File: src/rtl/alarm_ctrl.sv
// Alarm sequencer: stores a BCD alarm time, rings on a match with the running
// clock, and supports bounded snoozing, dismissal and auto-stop after a ring timeout.
module alarm_ctrl #(
    parameter int RING_SECS   = 60,
    parameter int SNOOZE_SECS = 300,
    parameter int MAX_SNOOZE  = 3
) (
    input  logic       clk,
    input  logic       rst,
    input  logic       tick,
    input  logic [7:0] cur_hr,
    input  logic [7:0] cur_min,
    input  logic [7:0] cur_sec,
    input  logic       set_en,
    input  logic [7:0] set_hr,
    input  logic [7:0] set_min,
    input  logic       alarm_on,
    input  logic       snooze,
    input  logic       stop,
    output logic [7:0] alm_hr,
    output logic [7:0] alm_min,
    output logic [1:0] state,
    output logic       buzzer,
    output logic [1:0] snooze_cnt
);

    localparam int RW = $clog2(RING_SECS + 1);
    localparam int SW = $clog2(SNOOZE_SECS + 1);
    localparam logic [RW-1:0] RING_LAST   = RW'(RING_SECS - 1);
    localparam logic [SW-1:0] SNOOZE_LAST = SW'(SNOOZE_SECS - 1);
    localparam logic [1:0]    MAX_CNT     = 2'(MAX_SNOOZE);

    typedef enum logic [1:0] {
        IDLE   = 2'b00,
        RING   = 2'b01,
        SNOOZE = 2'b10
    } state_t;

    state_t        state_reg;
    logic          buzzer_reg;
    logic [1:0]    snooze_cnt_reg;
    logic [RW-1:0] ring_cnt_reg;
    logic [SW-1:0] snz_cnt_reg;
    logic [7:0]    alm_hr_reg;
    logic [7:0]    alm_min_reg;

    logic [15:0] set_pair;
    logic [3:0]  nib_ok;
    logic        set_ok;
    logic        set_accept;
    logic        match;
    logic        force_idle;
    logic        snooze_take;

    assign set_pair = {set_hr, set_min};

    // Every nibble of the requested time must be a decimal digit.
    genvar gi;
    generate
        for (gi = 0; gi < 4; gi++) begin : g_nib
            logic [3:0] nib;
            assign nib        = set_pair[gi*4 +: 4];
            assign nib_ok[gi] = (nib <= 4'd9);
        end
    endgenerate

    assign set_ok     = (&nib_ok) && (set_hr <= 8'h23) && (set_min <= 8'h59);
    assign set_accept = set_en && set_ok;

    assign match = tick && alarm_on &&
                   (cur_hr == alm_hr_reg) && (cur_min == alm_min_reg) &&
                   (cur_sec == 8'h00);

    // Stop only acts while an alarm event is in progress; the others always abort.
    assign force_idle  = (stop && (state_reg != IDLE)) || !alarm_on || set_accept;
    assign snooze_take = snooze && (state_reg == RING) && (snooze_cnt_reg < MAX_CNT);

    always_ff @(posedge clk or negedge rst) begin
        if (!rst) begin
            state_reg      <= IDLE;
            buzzer_reg     <= 1'b0;
            snooze_cnt_reg <= 2'd0;
            ring_cnt_reg   <= '0;
            snz_cnt_reg    <= '0;
            alm_hr_reg     <= 8'h00;
            alm_min_reg    <= 8'h00;
        end else begin
            if (set_accept) begin
                alm_hr_reg  <= set_hr;
                alm_min_reg <= set_min;
            end

            if (force_idle) begin
                state_reg      <= IDLE;
                buzzer_reg     <= 1'b0;
                snooze_cnt_reg <= 2'd0;
                ring_cnt_reg   <= '0;
                snz_cnt_reg    <= '0;
            end else if (snooze_take) begin
                state_reg      <= SNOOZE;
                buzzer_reg     <= 1'b0;
                snooze_cnt_reg <= snooze_cnt_reg + 2'd1;
                ring_cnt_reg   <= '0;
                snz_cnt_reg    <= '0;
            end else begin
                case (state_reg)
                    IDLE: begin
                        if (match) begin
                            state_reg      <= RING;
                            buzzer_reg     <= 1'b1;
                            snooze_cnt_reg <= 2'd0;
                            ring_cnt_reg   <= '0;
                            snz_cnt_reg    <= '0;
                        end
                    end
                    RING: begin
                        if (tick) begin
                            if (ring_cnt_reg == RING_LAST) begin
                                state_reg      <= IDLE;
                                buzzer_reg     <= 1'b0;
                                snooze_cnt_reg <= 2'd0;
                                ring_cnt_reg   <= '0;
                            end else begin
                                ring_cnt_reg <= ring_cnt_reg + RW'(1);
                            end
                        end
                    end
                    SNOOZE: begin
                        if (tick) begin
                            if (snz_cnt_reg == SNOOZE_LAST) begin
                                state_reg    <= RING;
                                buzzer_reg   <= 1'b1;
                                ring_cnt_reg <= '0;
                                snz_cnt_reg  <= '0;
                            end else begin
                                snz_cnt_reg <= snz_cnt_reg + SW'(1);
                            end
                        end
                    end
                    default: begin
                        state_reg      <= IDLE;
                        buzzer_reg     <= 1'b0;
                        snooze_cnt_reg <= 2'd0;
                        ring_cnt_reg   <= '0;
                        snz_cnt_reg    <= '0;
                    end
                endcase
            end
        end
    end

    assign alm_hr     = alm_hr_reg;
    assign alm_min    = alm_min_reg;
    assign state      = state_reg;
    assign buzzer     = buzzer_reg;
    assign snooze_cnt = snooze_cnt_reg;

endmodule

File: config.mk
export PLATFORM = sky130hd
export DESIGN_NAME = alarm_ctrl
export DESIGN_NICKNAME = d
export VERILOG_FILES = /design/src/rtl/alarm_ctrl.sv
export SDC_FILE = /design/constraint.sdc
export NUM_CORES = 1
export LEC_CHECK = 0
export ABC_CLOCK_PERIOD_IN_PS = 1850
export CORE_ASPECT_RATIO = 0.9
export CORE_UTILIZATION = 41
export CTS_CLUSTER_DIAMETER = 100
export DETAILED_ROUTE_END_ITERATION = 10
export PLACE_DENSITY = 0.77
export SYNTH_ARGS = -nofsm -noshare
export SYNTH_HDL_FRONTEND = slang
export SYNTH_SLANG_ARGS = --single-unit
File: constraint.sdc
create_clock -name clk -period 1.85 [get_ports clk]
set_input_delay 0.37 -clock clk [delete_from_list [all_inputs] [get_ports clk]]
set_output_delay 0.37 -clock clk [all_outputs]
set_load 0.1 [all_outputs]
==> summary.txt, run 1 <==
Status
  – Run status: finished, violations left
  – Failing checks: negative setup slack

Power
  – Worst VDD drop: 0.664 mV
  – Leakage: 1.55 nW
  – Power density cells: 722 nW/µm²
  – Power Total: 2.77 mW

Critical path
  – Reg2Reg Launch Point: state[0]
  – CP endpoint kind: flip-flop
  – Crit Path Max Fanout: 6
  – R2R depth: 6
  – Startpoint types: input port
  – CP required: 2.04 ns
  – Reg2Reg Setup Slack: -0.24 ns
  – R2r endpoint: snz_cnt_reg[7]
  – WP data arrival: 2.28 ns
  – Path type of the worst setup path: input port to flip-flop

Flow run
  – Max Cap Violations: 0

Detailed routing
  – Routed Antenna Nets: 0
  – DRC viols: 0
  – Routed vias: 2207
  – Detailed Route WL: 8680 µm
  – WL per Instance: 22.8 µm
  – TritonRoute pass-1 iters: 4
  – DR iter-0 viols: 185
  – Routed vias/inst: 5.79

Global routing
  – Congestion Overflow GR: 0
  – Largest net degree at the start of global routing: 36
  – Vias in the first global route: 2314
  – First-pass GRT wire length: 11500 µm
  – Total GRT Usage: 32.0%
  – Initial antenna violation count: 0

Layout
  – FILL cells: 205
  – Most common cell after layout, fill and taps aside: buf_4
  – Fraction of layout cells with a size suffix above 1: 52.0%
  – Reg area: 936 µm²
  – Multi-input gate area: 1360 µm²
  – Largest register FFs: 9
  – Core Util, Final: 85.3%
  – Nets@finish: 368
  – Most frequent cells in the layout: buf_4, clkdlybuf4s50_1, buf_12
  – Design Area, Final: 3830 µm²
  – Fin cells: 381
  – # diodes: 0
  – Area delta synth->final: 97.8%

Timing
  – Worst-margin pin slew: 0.501 ns
  – Slew Limit Headroom: 66.3%
  – Tmin final: 2.10 ns
  – # setup viols final: 23
  – Clock Skew: 0.0107 ns
  – Worst Setup Slack, final: -0.247 ns
  – Tcrit/Tclk final: 113%
  – F_max: 0.477 GHz
  – RSZ-0062 raised after global routing: yes
  – Post-route setup TNS: -3.22 ns
  – Endpoints failing hold: 0
  – Slew Limit Fails: 0
  – Hold slack: 0.404 ns

CTS
  – Root buffer cell: clkbuf_8
  – CTS tree: done
  – Clock Latency Late Sink: 0.31 ns
  – Clock sinks: 35
  – Clk buf depth: 2
  – CTS Buf Count: 5
  – H-Tree Depth: 2
  – Clk slew on worst S/H paths: 0.08 ns

Min path
  – Hold path start: set_hr[4]
  – Hold Path Depth: 2
  – Hold Path Class: input port to flip-flop
  – WHS Endpoint: alm_hr[4]

Logic synthesis
  – XOR/XNOR share of the synthesized area: 7.24%
  – Mapped Nets: 246
  – Syn Inst Count: 196
  – #FFs+latches synth: 35
  – Largest family of logic cells by synthesized area: simple AND/OR/NAND/NOR gates
  – Seq/Total Area, Yosys: 45.2%
  – Ys Warns: 0
  – Compound-gate portion of the synthesized area: 16.1%
  – Multiplexer share of the synthesized area: 7.56%
  – Post-Synth Simple-Gate Area: 18.7%
  – Synthesized area: 1940 µm²
  – Adder-cell area share of the yosys netlist: 1.94%
  – Avg Inst Size Synth: 9.88 µm²
  – Synth unique cells: 36

Floorplanning
  – Io pins: 68
  – Core Box Area: 4490 µm²
  – Chip Width: 74.4 µm
  – Chip height: 67.2 µm
  – Rows: 23
  – Initial Utilization: 43.1%
  – Full die area: 5000 µm²

Place
  – Port Buf Inserts: 67
  – Placed Area: 3290 µm²
  – Post-detail-place hpwl: 4540 µm
  – Setup Slack @ Placement: -0.660 ns
  – Placed Cells: 359
  – GP Congestion: 0.872
## synth_stat cells
library cell	number	area, µm²
nand4_1	6	37.5
o31a_1	1	8.76
buf_2	4	20.0
a2111o_1	1	11.3
a21oi_2	1	8.76
nor4_4	1	21.3
dfrtp_1	35	876
nand2_1	12	45.0
buf_4	1	7.51
or3_1	1	6.26
or3b_2	1	8.76
or2_2	1	6.26
xnor2_1	16	140
a211oi_1	3	22.5
nor2_2	1	6.26
or4b_2	1	10.0
o22ai_1	5	31.3
nor4_1	2	12.5
a21oi_1	10	50.1
o21ai_1	1	5.00
or4_4	1	11.3
mux2_2	13	146
nor2_1	9	33.8
nand2b_1	6	37.5
o41ai_1	1	8.76
o31ai_1	9	67.6
nor4b_1	1	8.76
nand3_1	9	45.0
nor3_1	6	30.0
nand4b_1	1	8.76
inv_1	9	33.8
ha_1	3	37.5
o211ai_1	1	7.51
o21ai_0	18	90.1
nor2b_1	4	25.0
or3b_1	1	8.76
## layout make-up
type                    instances  area share (%)
flip-flops and latches         35            24.4
repair buffers                120            35.0
clock inverters                 2           0.327
well taps                      62            2.03
clock buffers                   6            1.90
multi-input cells             147            35.4
inverters                       9           0.882
## per-layer routing
metal  part of all wire [%]  GRT usage [%]
met1                     38           37.2
met2                     50           54.6
met3                    8.6           11.5
met4                    3.1           10.6
met5                      0              0
## cell families after synthesis
kind of cell             count (synthesis)
AO/OA/AOI/OAI                           51
XOR/XNOR                                16
multiplexers                            13
AND/OR/NAND/NOR                         64
flip-flops                              35
adder cells (fa/ha/maj)                  3
buffers and inverters                   14
## report_power, final
group / internal [mW] / total (mW) / switching (mW)
combinational: 0.527 / 1.25 / 0.724
sequential: 0.852 / 0.930 / 0.0773
clock: 0.264 / 0.585 / 0.322
total: 1.64 / 2.77 / 1.12
## what timing repair did
item | 4_1_cts | 5_1_grt
setup endpoints to repair | 33 | 28
pin swaps | 24 | 8
hold buffers | 0 | 0
resized for setup | 71 | 29
buffers inserted | 6 | 8
gates cloned | 1 | 1
## worst max path at each step
stage	slack [ns]	to	start
3_3_place_gp	-0.67	snz_cnt_reg[7]	set_min[7]
5_1_grt	-0.31	ring_cnt_reg[0]	cur_sec[5]
2_1_floorplan	-0.10	snz_cnt_reg[5]	state[0]
6_report	-0.25	ring_cnt_reg[0]	cur_sec[5]
3_5_place_dp	-0.66	snz_cnt_reg[7]	set_min[7]
4_1_cts	-0.1	snz_cnt_reg[7]	state[0]
## critical path, cell delays in order
cell             delay [ns]
clkdlybuf4s50_1        0.42
nor4_2                 0.31
nand4b_1               0.26
nor2_2                 0.25
a211oi_4               0.12
buf_12                 0.16
o31ai_2                0.26
o21ai_1                0.12
No activity file was read; power rests on OpenSTA's default activity.
==> run 2: changes to the inputs <==
--- a/config.mk
+++ b/config.mk
@@ -7,10 +7,11 @@
 export LEC_CHECK = 0
 export ABC_CLOCK_PERIOD_IN_PS = 1850
 export CORE_ASPECT_RATIO = 0.9
-export CORE_UTILIZATION = 41
+export CORE_UTILIZATION = 40
 export CTS_CLUSTER_DIAMETER = 100
 export DETAILED_ROUTE_END_ITERATION = 10
-export PLACE_DENSITY = 0.77
+export MAX_ROUTING_LAYER = met4
+export PLACE_DENSITY = 0.75
 export SYNTH_ARGS = -nofsm -noshare
 export SYNTH_HDL_FRONTEND = slang
 export SYNTH_SLANG_ARGS = --single-unit
==> run 2 against run 1 <==
The flow still finishes with violations (negative setup slack). Non-clock buffer count down 3. Sequential cell count stayed put. Worst hold slack got worse by 0.020 ns. Combinational power about the same. Clock power increased by 11%. Final area about the same. Power up 2.5%. Sequential share of layout area about the same. Critical path type is now flip-flop to flip-flop. Largest cell class is now buffers.
==> summary.txt, run 2 (same netlist as run 1, synthesis figures left out) <==
Detailed routing
  – Detailed Route WL: 8080 µm (-6.9%)
  – Routed vias/inst: 5.71 (-1.4%)
  – Routed Antenna Nets: 0 (unchanged)
  – Routed vias: 2160 (-2.1%)
  – WL per Instance: 21.4 µm (-6.2%)
  – TritonRoute pass-1 iters: 4 (unchanged)
  – DR iter-0 viols: 200 (+8.1%)
  – DRC viols: 0 (unchanged)

Power
  – Clk pwr share: 23.0% (+1.8 points)
  – Sequential share of power: 32.5% (-1.1 points)
  – Power density cells: 741 nW/µm² (+2.5%)
  – Comb pwr share: 44.5% (-0.7 points)
  – Worst VDD drop: 0.601 mV (-9.6%)
  – Leakage: 1.80 nW (+17%)
  – Psw: 1.11 mW (-1.4%)
  – Internal power: 1.73 mW (+5.2%)
  – Switching Fraction: 39.1% (-1.5 points)
  – Power Total: 2.83 mW (+2.5%)

CTS
  – Clock sinks: 35 (unchanged)
  – Root buffer cell: clkbuf_8
  – Clk buf depth: 2 (unchanged)
  – H-Tree Depth: 2 (unchanged)
  – CTS Buf Count: 5 (unchanged)
  – Clock Latency Late Sink: 0.29 ns (-0.02 ns)
  – CTS tree: done
  – Clk slew on worst S/H paths: 0.08 ns (about the same)
  – Hold buffer count at cts: 0 (unchanged)

Global routing
  – Vias in the first global route: 2107 (-8.9%)
  – First-pass GRT wire length: 10200 µm (-12%)
  – Largest net degree at the start of global routing: 36 (unchanged)
  – Busiest metal layer after global routing: met2
  – Total GRT Usage: 28.1% (-3.9 points)
  – Congestion Overflow GR: 0 (unchanged)
  – M1 GR Usage: 32.6% (-4.6 points)
  – GRT met2 Usage: 49.3% (-5.3 points)
  – GR Layer Usage met3: 6.19% (-5.3 points)
  – Initial antenna violation count: 0 (unchanged)

Floorplanning
  – Chip Width: 75.3 µm (+1.2%)
  – Chip height: 68.0 µm (+1.2%)
  – Core Box Area: 4550 µm² (+1.3%)
  – Rows: 23 (unchanged)
  – Full die area: 5120 µm² (+2.4%)
  – Initial Utilization: 42.6% (-0.55 points)
  – Io pins: 68 (unchanged)

Layout
  – Multi-input gate area: 1310 µm² (-3.0%)
  – Most frequent cells in the layout: buf_4, dlymetal6s2s_1, buf_12
  – Core Util, Final: 84.2% (-1.1 points)
  – Reg area: 936 µm² (unchanged)
  – Design Area, Final: 3830 µm² (about the same)
  – Most common cell after layout, fill and taps aside: buf_4
  – Fraction of layout cells with a size suffix above 1: 50.6% (-1.4 points)
  – # diodes: 0 (unchanged)
  – Largest register FFs: 9 (unchanged)
  – FILL cells: 213 (+3.9%)
  – Fin cells: 378 (-0.79%)
  – Area delta synth->final: 97.7% (about the same)
  – Nets@finish: 365 (-0.82%)

Timing
  – Tcrit/Tclk final: 114% (+0.61 points)
  – Clock Skew: 0.0109 ns (+0.000249 ns)
  – Slew Limit Fails: 0 (unchanged)
  – F_max: 0.474 GHz (-0.53%)
  – Worst-margin pin slew: 0.546 ns (+0.0442 ns)
  – Endpoints failing hold: 0 (unchanged)
  – Worst Setup Slack, final: -0.258 ns (-0.0113 ns)
  – Tmin final: 2.11 ns (+0.0113 ns)
  – # setup viols final: 19 (-17%)
  – Post-route setup TNS: -2.58 ns (+0.644 ns)
  – Slew Limit Headroom: 63.5% (-2.8 points)
  – Hold slack: 0.384 ns (-0.0197 ns)
  – RSZ-0062 raised after global routing: yes

Critical path
  – Path type of the worst setup path: flip-flop to flip-flop
  – Startpoint types: flip-flop
  – CP required: 2.01 ns (-0.03 ns)
  – Crit Path Max Fanout: 8 (+2)
  – WP data arrival: 2.27 ns (about the same)
  – CP endpoint kind: flip-flop

Place
  – Placed Area: 3250 µm² (-1.3%)
  – Post-detail-place hpwl: 4250 µm (-6.4%)
  – GP Congestion: 0.843 (-3.3%)
  – Placed Cells: 355 (-1.1%)
  – Port Buf Inserts: 67 (unchanged)
  – Setup Slack @ Placement: -0.577 ns (+0.0828 ns)

Flow run
  – Max Cap Violations: 0 (unchanged)

Status
  – Run status: finished, violations left
  – Failing checks: negative setup slack

Min path
  – Hold Path Class: input port to flip-flop
==> run 2: changes by cell type in the layout (fill, tap and decap cells not counted), moves of 3 or more <==
cell | before | now
dlymetal6s2s_1 | 3 | 30
o31ai_2 | 3 | 6
a21oi_1 | 5 | 8
clkbuf_2 | 0 | 3
dlygate4sd2_1 | 10 | 4
clkdlybuf4s50_1 | 31 | 8
a21oi_4 | 4 | 1
o31ai_4 | 3 | 0
o21ai_2 | 7 | 4
==> run 2: what timing repair did <==
item                       in CTS  in global routing
gates cloned                    1                  0
resized for setup              47                 71
setup buffers                   2                 13
setup endpoints to repair      32                 31
pin swaps                      16                 42
==> run 2: worst max-delay path, cell delays in order (launching register included) <==
cell,delay (ns)
dfrtp_4,0.49
or3b_4,0.42
o22ai_4,0.21
a211oi_2,0.11
a211oi_2,0.34
nand2b_4,0.27
o21ai_0,0.13
==> run 2: power by group through the flow <==
stage          logic [mW]  clock network, mW  registers, mW
6_report             1.26              0.652          0.920
5_1_grt              1.30              0.689          0.923
4_1_cts              1.18              0.630          0.912
3_5_place_dp         1.13                  0          0.926
3_3_place_gp         1.12                  0          0.921
2_1_floorplan       0.189                  0           1.33
==> run 2: area by class of cell <==
| type | instances | share of cell area [%] |
|---|---|---|
| Multi-Input combinational cell | 147 | 34.3 |
| Timing Repair Buffer | 117 | 35.7 |
| Inverter | 9 | 0.883 |
| Tap cell | 62 | 2.03 |
| Clock buffer | 8 | 2.62 |
| Sequential cell | 35 | 24.5 |
==> run 2: worst paths after layout <==
check                      slack, ns  depth (start not counted)       startpoint               to
setup / recovery               -0.26                          6         state[0]   snz_cnt_reg[5]
hold / removal                  0.38                          2        set_hr[4]        alm_hr[4]
setup reg to reg               -0.26                          6         state[0]   snz_cnt_reg[5]
hold reg to reg                 0.52                          1  ring_cnt_reg[5]  ring_cnt_reg[5]
max in group asynchronous       0.99                          2              rst       alm_min[5]
min in group asynchronous       0.49                          2              rst        alm_hr[5]
==> run 2: layer usage <==
metal	routed length [µm]	part of all wire [%]
met1	3160	39
met5	0	0
met2	4190	52
met3	499	6.2
met4	225	2.8
==> run 3: changes to the inputs <==
--- a/config.mk
+++ b/config.mk
@@ -5,13 +5,14 @@
 export SDC_FILE = /design/constraint.sdc
 export NUM_CORES = 1
 export LEC_CHECK = 0
+export ABC_AREA = 1
 export ABC_CLOCK_PERIOD_IN_PS = 1850
 export CORE_ASPECT_RATIO = 0.9
 export CORE_UTILIZATION = 40
 export CTS_CLUSTER_DIAMETER = 100
 export DETAILED_ROUTE_END_ITERATION = 10
 export MAX_ROUTING_LAYER = met4
-export PLACE_DENSITY = 0.75
+export PLACE_DENSITY = 0.72
 export SYNTH_ARGS = -nofsm -noshare
 export SYNTH_HDL_FRONTEND = slang
 export SYNTH_SLANG_ARGS = --single-unit
==> run 3 against run 2 <==
Non-clock buffer count shrank 27. Largest power group unchanged. Power is 23% higher. Combinational power rose by 48%. Largest cell class is now multi-input gates. The run now ends clean.
==> summary.txt, run 3 <==
Min path
  – Hold path start: set_hr[3]
  – Hold Path Depth: 3 (+1)
  – Hold Path Class: input port to flip-flop
  – WHS Endpoint: alm_hr[3]

Global routing
  – Congestion Overflow GR: 0 (unchanged)
  – First-pass GRT wire length: 9860 µm (-3.0%)
  – Largest net degree at the start of global routing: 36 (unchanged)
  – Vias in the first global route: 2208 (+4.8%)
  – Initial antenna violation count: 0 (unchanged)
  – Total GRT Usage: 22.5% (-5.6 points)

Critical path
  – CP required: 2.03 ns (+0.02 ns)
  – CP Launch Point: tick
  – Startpoint types: input port
  – Reg2Reg Launch Point: alm_hr[0]
  – WP data arrival: 1.94 ns (-0.33 ns)
  – CP endpoint kind: flip-flop
  – R2R depth: 8 (+2)
  – Crit Path Max Fanout: 3 (-5)
  – R2r endpoint: snooze_cnt[0]
  – Path type of the worst setup path: input port to flip-flop
  – Reg2Reg Setup Slack: 0.23 ns (+0.49 ns)

Floorplanning
  – Rows: 25 (+8.7%)
  – Full die area: 6080 µm² (+19%)
  – Core Box Area: 5410 µm² (+19%)
  – Io pins: 68 (unchanged)
  – Chip Width: 82.1 µm (+9.0%)
  – Chip height: 74.1 µm (+9.0%)
  – Initial Utilization: 42.7% (+0.11 points)

Power
  – Power Total: 3.48 mW (+23%)
  – Leakage: 1.80 nW (-0.34%)
  – Worst VDD drop: 1.02 mV (+70%)
  – Power density cells: 975 nW/µm² (+32%)

Place
  – Port Buf Inserts: 67 (unchanged)
  – Post-detail-place hpwl: 4540 µm (+7.0%)
  – GP Congestion: 0.911 (+8.1%)
  – Placed Area: 3450 µm² (+6.2%)

CTS
  – Clock Latency Late Sink: 0.30 ns (about the same)
  – CTS tree: done
  – Root buffer cell: clkbuf_8
  – Post-cts resize count: 0 (-100%)
  – Post-CTS Setup Inserts: 0 (-2)
  – Clk slew on worst S/H paths: 0.07 ns (about the same)
  – Clk buf depth: 2 (unchanged)
  – Clock sinks: 35 (unchanged)
  – H-Tree Depth: 2 (unchanged)
  – CTS Buf Count: 5 (unchanged)
  – Hold buffer count at cts: 0 (unchanged)

Layout
  – Area delta synth->final: 54.5%
  – Design Area, Final: 3570 µm² (-6.8%)
  – Most common cell after layout, fill and taps aside: nand2_1
  – Fraction of layout cells with a size suffix above 1: 25.0% (-26 points)
  – Nets@finish: 469 (+28%)
  – Most frequent cells in the layout: nand2_1, inv_1, clkdlybuf4s50_1
  – Largest register FFs: 9 (unchanged)
  – Core Util, Final: 65.9% (-18 points)
  – # diodes: 0 (unchanged)

Timing
  – Slew Limit Fails: 0 (unchanged)
  – Hold slack: 0.380 ns (-0.00434 ns)
  – Post-route setup TNS: 0 ns (+2.58 ns)
  – Worst-margin pin slew: 0.464 ns (-0.0817 ns)
  – Tcrit/Tclk final: 95.5% (-18 points)
  – Slew Limit Headroom: 69.1% (+5.6 points)
  – Clock Skew: 0.00582 ns (-0.00512 ns)
  – # setup viols final: 0 (-19)
  – Endpoints failing hold: 0 (unchanged)
  – F_max: 0.566 GHz (+19%)
  – Tmin final: 1.77 ns (-0.341 ns)

Logic synthesis
  – #FFs+latches synth: 35 (unchanged)
  – Avg Inst Size Synth: 7.02 µm² (-29%)
  – Seq/Total Area, Yosys: 37.9% (-7.3 points)
  – Largest cells by area after synthesis: dfrtp_1, nand2_1, inv_1
  – Top cells by count, synth: nand2_1, inv_1, dfrtp_1, nor2_1, nand3_1
  – Ys Warns: 0 (unchanged)
  – Ys flop type: dfrtp_1
  – Syn Inst Count: 329 (+68%)
  – Async SR Flop Fraction: 100% (unchanged)
  – Most frequent cell after synthesis: nand2_1
  – Mapped Nets: 379 (+54%)
  – Top-area cell type share of the netlist area: 37.9% (-7.3 points)
  – Top cell type by total area after synthesis: dfrtp_1
  – Post-synth EDFFs: 0 (unchanged)
  – Synthesized area: 2310 µm² (+19%)
  – Synth unique cells: 33 (-8.3%)

Status
  – Run status: finished clean

Detailed routing
  – WL per Instance: 12.0 µm (-44%)
  – DRC viols: 0 (unchanged)
  – TritonRoute pass-1 iters: 4 (unchanged)
  – Routed vias/inst: 4.71 (-18%)
  – Detailed Route WL: 5840 µm (-28%)
  – Routed vias: 2293 (+6.2%)
  – Routed Antenna Nets: 0 (unchanged)
  – DR iter-0 viols: 92 (-54%)

Flow run
  – Max Cap Violations: 0 (unchanged)
run 3: metrics by stage:
stage,worst slack (ns),instances
2_1_floorplan,0.0829,329
5_1_grt,-0.0103,487
3_3_place_gp,-0.184,479
3_5_place_dp,-0.240,479
4_1_cts,0.0775,487
6_report,0.0833,487
run 3: report_power, final:
part	total, mW	switching, mW	internal (mW)	leakage, nW
Combinational	1.86	1.17	0.699	1.33
Clock	0.620	0.280	0.340	0.0515
Sequential	0.994	0.120	0.875	0.421
Total	3.48	1.57	1.91	1.80
run 3: cells by family (layout without fill, tap and decap cells):
group | Yosys count | in the layout | share of synthesized area (%)
AND/OR/NAND/NOR | 195 | 195 | 38.3
buffers and inverters | 59 | 150 | 11.0
flip-flops | 35 | 35 | 37.9
AO/OA/AOI/OAI | 30 | 30 | 8.50
adder cells (fa/ha/maj) | 3 | 3 | 1.63
XOR/XNOR | 7 | 7 | 2.65
run 3: how the worst max path moves through the flow:
stage,endpoint,slack (ns),cells after the start
2_1_floorplan,ring_cnt_reg[2],0.08,12
3_3_place_gp,snooze_cnt[0],-0.18,13
3_5_place_dp,snz_cnt_reg[6],-0.24,14
4_1_cts,snz_cnt_reg[6],0.08,14
5_1_grt,snz_cnt_reg[6],-0.01,14
6_report,snooze_cnt[0],0.08,13
run 3: critical path: stages:
cell and delay [ns]:
clkdlybuf4s50_1 0.51, nand2_1 0.06, inv_1 0.06, nand2_1 0.04
nor2_1 0.09, nand2_1 0.07, nor2_2 0.13, nand3_1 0.10
nand2_2 0.11, buf_4 0.13, nand3_1 0.11, nand2_1 0.08
o21ai_0 0.07
run 3: cell type report:
| cell class | count | area (µm²) |
|---|---|---|
| Inverter | 52 | 200 |
| Clock buffer | 8 | 100 |
| Tap cell | 67 | 83.8 |
| Timing Repair Buffer | 90 | 1100 |
| Fill cell | 440 | 1840 |
| Sequential cell | 35 | 901 |
| Multi-Input combinational cell | 235 | 1190 |
run 3: per-layer routing:
metal / up-vias / part of all wire [%] / global-route usage, %
li1: 1197 / - / -
met1: 1036 / 46 / 27.3
met2: 52 / 46 / 35.2
met3: 8 / 5.5 / 6.50
met4: 0 / 2.2 / 8.77
met5: - / 0 / -
